==> src/rtl/nv_ram_ctl_60x168.sv <==
// Purpose : FIFO controller for an external 168-bit RAM with a registered read
//           address and a registered output. An empty-FIFO bypass path is built
//           when NV_RAM_CTL_BYPASS_EN is defined.
// Latency : push at T -> rd_pvld at T+3 through the RAM, or at T+1 on bypass.
// Backpr. : wr_prdy = !full and does not look at rd_prdy. With rd_prdy low, the
//           read pipeline holds rd_pvld/rd_pd and stops issuing RAM reads.
// Ports   : clk/reset        clock, synchronous active-high reset
//           wr_pvld/prdy/pd  push handshake and data
//           rd_pvld/prdy/pd  pop handshake; rd_pd is ram_dout
//           fifo_cnt         occupied entries (0..DEPTH)
//           ram_*            RAM write port, read address port, output-register
//                            enable, bypass select/data, registered read data
// Config  : `define NV_RAM_CTL_BYPASS_EN enables the empty-FIFO bypass path.
module nv_ram_ctl_60x168 #(
  parameter int DEPTH = 60
) (
  input  logic         clk,
  input  logic         reset,
  input  logic         wr_pvld,
  output logic         wr_prdy,
  input  logic [167:0] wr_pd,
  output logic         rd_pvld,
  input  logic         rd_prdy,
  output logic [167:0] rd_pd,
  output logic [5:0]   fifo_cnt,
  output logic [5:0]   ram_wa,
  output logic         ram_we,
  output logic [167:0] ram_di,
  output logic [5:0]   ram_ra,
  output logic         ram_re,
  output logic         ram_ore,
  output logic         ram_byp_sel,
  output logic [167:0] ram_dbyp,
  input  logic [167:0] ram_dout
);

  localparam logic [5:0] DEPTH_C = 6'(DEPTH);
  localparam logic [5:0] LAST_C  = 6'(DEPTH - 1);

  logic [5:0] wp_q, wp_d;
  logic [5:0] rp_q, rp_d;
  // Entries written to the RAM but not yet read-issued.
  logic [5:0] uc_q, uc_d;
  logic [5:0] cnt_q, cnt_d;
  // s1: the RAM address register holds an issued read.
  // s2: the RAM output register holds valid pop data.
  logic       s1_vld_q, s1_vld_d;
  logic       s2_vld_q, s2_vld_d;

  logic push, pop, s2_free, byp, ore_ram;

  always_comb begin
    wr_prdy = !reset && (cnt_q != DEPTH_C);
    rd_pvld = !reset && s2_vld_q;
    push    = wr_pvld && wr_prdy;
    pop     = rd_pvld && rd_prdy;
    // The output register can take new data when empty or being popped.
    s2_free = !s2_vld_q || rd_prdy;
`ifdef NV_RAM_CTL_BYPASS_EN
    // Nothing ahead of this push anywhere in the pipeline: load it straight
    // into the output register.
    byp = push && (uc_q == 6'd0) && !s1_vld_q && s2_free;
`else
    byp = 1'b0;
`endif
    ore_ram     = !reset && s1_vld_q && s2_free;
    ram_ore     = ore_ram || byp;
    ram_byp_sel = byp;
    ram_dbyp    = wr_pd;
    ram_we      = push && !byp;
    ram_wa      = wp_q;
    ram_di      = wr_pd;
    // uc only counts writes from earlier cycles, so a read is never issued
    // to the slot being written this cycle.
    ram_re      = !reset && (uc_q != 6'd0) && (!s1_vld_q || ore_ram);
    ram_ra      = rp_q;
    rd_pd       = ram_dout;
    fifo_cnt    = cnt_q;
  end

  always_comb begin
    wp_d = wp_q;
    if (ram_we) wp_d = (wp_q == LAST_C) ? 6'd0 : wp_q + 6'd1;
    rp_d = rp_q;
    if (ram_re) rp_d = (rp_q == LAST_C) ? 6'd0 : rp_q + 6'd1;
    uc_d = uc_q + {5'd0, ram_we} - {5'd0, ram_re};
    // Entries are freed only at pop, so RAM slots still in the read
    // pipeline stay reserved.
    cnt_d = cnt_q;
    if (push && !pop) cnt_d = cnt_q + 6'd1;
    else if (!push && pop) cnt_d = cnt_q - 6'd1;
    s1_vld_d = ram_re ? 1'b1 : (ore_ram ? 1'b0 : s1_vld_q);
    s2_vld_d = ram_ore ? 1'b1 : (pop ? 1'b0 : s2_vld_q);
  end

  always_ff @(posedge clk) begin
    if (reset) begin
      wp_q     <= 6'd0;
      rp_q     <= 6'd0;
      uc_q     <= 6'd0;
      cnt_q    <= 6'd0;
      s1_vld_q <= 1'b0;
      s2_vld_q <= 1'b0;
    end else begin
      wp_q     <= wp_d;
      rp_q     <= rp_d;
      uc_q     <= uc_d;
      cnt_q    <= cnt_d;
      s1_vld_q <= s1_vld_d;
      s2_vld_q <= s2_vld_d;
    end
  end

endmodule
==> config.mk <==
export PLATFORM = sky130hd
export DESIGN_NAME = nv_ram_ctl_60x168
export DESIGN_NICKNAME = d
export VERILOG_FILES = /design/src/rtl/nv_ram_ctl_60x168.sv
export SDC_FILE = /design/constraint.sdc
export NUM_CORES = 1
export LEC_CHECK = 0
export CAP_MARGIN = 20
export CORE_AREA = 4 4 334 336
export CTS_CLUSTER_DIAMETER = 30
export CTS_CLUSTER_SIZE = 24
export DETAILED_ROUTE_END_ITERATION = 6
export DIE_AREA = 0 0 338 340
export PLACE_DENSITY = 0.36
export SLEW_MARGIN = 20
export SYNTH_ARGS = -nofsm -noshare
export SYNTH_HDL_FRONTEND = slang
export SYNTH_SLANG_ARGS = --single-unit
export TNS_END_PERCENT = 1
==> constraint.sdc <==
create_clock -name clk -period 3.2 [get_ports clk]
set_input_delay 0.32 -clock clk [delete_from_list [all_inputs] [get_ports clk]]
set_output_delay 0.32 -clock clk [all_outputs]
set_load 0.005 [all_outputs]
==> results.md <==
* Antenna Violating Nets Remaining at 0
* Die height at roughly 340 um
* Postcts setup bufs at 0
* Drt pass-1 iters at 4
* Die area at approximately 110000 um2
* Synth-to-Final Area Change at -30.2%
* RSZ-0062 raised after global routing: no
* Final #Nets at between 500 and 600
* IO Pins at approximately 870
* Mapped Nets at just over 1000
* Max H-tree Level at 1
* Static leakage at about 0.84 nW
* Critical path fanouts, max at 7
* Final Skew at around 5.3 ps
* Setup CP Type: primary input to flop
* First-pass GRT wire length at 41.2 mm
* Final hold vios at 0
* DRC at 0
* Slew @ Worst Pin at 775 ps
* Unique masters post-synth at 47
* Mapped Area at roughly 5300 um2
* Critical Path AT at 3080 ps
* CTS tree: done
* Design area at between 3000 and 4000 um2
* Post-cts gate resize count at 0
* Fin crit share at 0.913
* Vias at between 2000 and 2500
* Clk slew on worst S/H paths at ~70 ps
* Clk root buf: clkbuf_16
* Cts hold-fix bufs at 0
* Ys async rst share at 0
* Post-layout min period at approximately 3000 ps
* Rel. slew slack at 0.477
* Number of synthesized flops with an enable pin at 0
* Worst-Skew Late Latency at between 200 and 300 ps
* Total gr overflow at 0
* Antenna diode count at 0
* Hold Path Class: flop to flop
* Reg2reg path depth at 10
* Largest net degree at the start of global routing at 15
* Number of antenna violations at the first check in global routing at 2
* Port bufs at 26
* Initial core utilization at 0.0492
* Sink Count at 26
* CP startpoint kind: primary input
* Post-DR wirelength/cell at about 22 um
* Pwr dens at 398 nW/um2
* Die W at ~340 um
* Vias in the first global route at between 2000 and 2500
* Power consumption at between 1 and 1.5 mW
* Detailed placement HPWL at roughly 34 mm
* CTS Buf Count at 3
* All-Layer GR Usage at 0.0600
* Post-synthesis cell count at 681
* #FFs+latches synth at 26
* Max cap viols at 0
* Setup violators final at 0
* Final wirelength at approximately 37 mm
* Synthesized area per cell at 7.85 um2
* Pins Over Slew Limit at 0
* Kind of end point of the critical path: flop
* Max VDD drop at between 0.2 and 0.3 mV
* Core area at roughly 110000 um2
* FMAX at 342 MHz
* Sequential share of the synthesized area at 0.0974
* Req. time, crit path at roughly 3400 ps
* Status: completed
* Placed Area at roughly 3600 um2
* Num rows at approximately 120
* Synth warnings at 0
* DR vias/cell at ~1.4
* Synth Flop Type: dfxtp_1
* DR iter-0 viols at between 90 and 100
* Global placer's final weighted congestion at 0.605
* Layout cells sized above 1 at 0.104
* Clock Tree Buf Depth at 2
* Hold Path Cell Cnt at 2
## layout by cell type (no fill, tap or decap), types with 6 or more instances in the layout
| master | n |
|---|---|
| ha_1 | 15 |
| clkdlybuf4s50_1 | 25 |
| nand3_1 | 9 |
| buf_4 | 11 |
| inv_1 | 16 |
| nor2_1 | 16 |
| dfxtp_1 | 26 |
| nand2_1 | 10 |
| a21oi_1 | 6 |
| xor2_1 | 7 |
## cell families (layout without fill, tap and decap cells)
kind of cell / after synthesis / after routing / share of synthesized area
buffers and inverters: 526 / 57 / 0.724
and+or+nand+nor: 64 / 64 / 0.0684
AOI/OAI and AO/OA: 33 / 33 / 0.0431
DFF: 26 / 26 / 0.0974
adders and majority gates: 17 / 17 / 0.0426
xor gates and xnor gates: 12 / 12 / 0.0197
muxes: 2 / 2 / 0.00398
other: 1 / 1 / 0.000702
## worst max-delay path: stages
cell	delay (ps)
clkdlybuf4s50_1	640
clkinv_1	140
o211ai_1	160
inv_1	130
ha_1	280
inv_1	180
ha_1	280
a211o_1	330
a21o_1	170
o211ai_1	90
mux2_2	350
## cell usage after synthesis (6+ instances only)
cell type,number,share of area
ha_1,15,0.035
dfxtp_1,26,0.097
nand3_1,9,0.0084
buf_4,505,0.71
xor2_1,7,0.011
nor2_1,16,0.011
inv_1,16,0.011
a21oi_1,6,0.0056
nand2_1,10,0.0070
## metal layers
metal | track usage | routed length (um) | vias to the layer above
li1 | - | - | 700
met1 | 0.0318 | 6620 | 849
met2 | 0.0771 | 13400 | 508
met3 | 0.108 | 14000 | 187
met4 | 0.0320 | 2310 | 6
met5 | 0.0145 | 226 | -
## stage by stage
stage          cells  setup slack, ps  TNS (ps)  hold WS (ps)  utilization
5_1_grt         1626             52.4         0           541       0.0343
2_1_floorplan    681              342         0           470            -
3_3_place_gp    1622             74.2         0           494       0.0335
4_1_cts         1626              255         0           525       0.0343
6_report        1626              278         0           515       0.0343
3_5_place_dp    1622            -4.93     -4.93           515       0.0335
## where the power goes
part           switching [mW]  leakage, nW  total, mW  internal, mW
clock network           0.125       0.0442      0.317         0.192
registers              0.0551        0.214      0.449         0.394
logic                   0.396        0.579      0.718         0.322
## flip-flops by register name, summed over array words and instances (netlist names)
register	count
ram_ra	6
fifo_cnt	6
uc_q	6
s1_vld_q	1
s2_vld_q	1
ram_wa	6
## worst paths after layout
kind	start	end	slack, ps
worst min-delay path	s1_vld_q	s2_vld_q	520
worst max register to register	fifo_cnt[4]	fifo_cnt[5]	300
worst max-delay path	reset	fifo_cnt[5]	280
worst min register to register	s1_vld_q	s2_vld_q	520
## cell type report
cell class              count  area [um2]
clock buffers               4        88.8
fillers                 12800      105000
inverters                  17        63.8
multi-input cells         129         953
flip-flops and latches     26         520
well taps                1414        1770
repair buffers             36         333
Power figures use the tool's default switching activity.
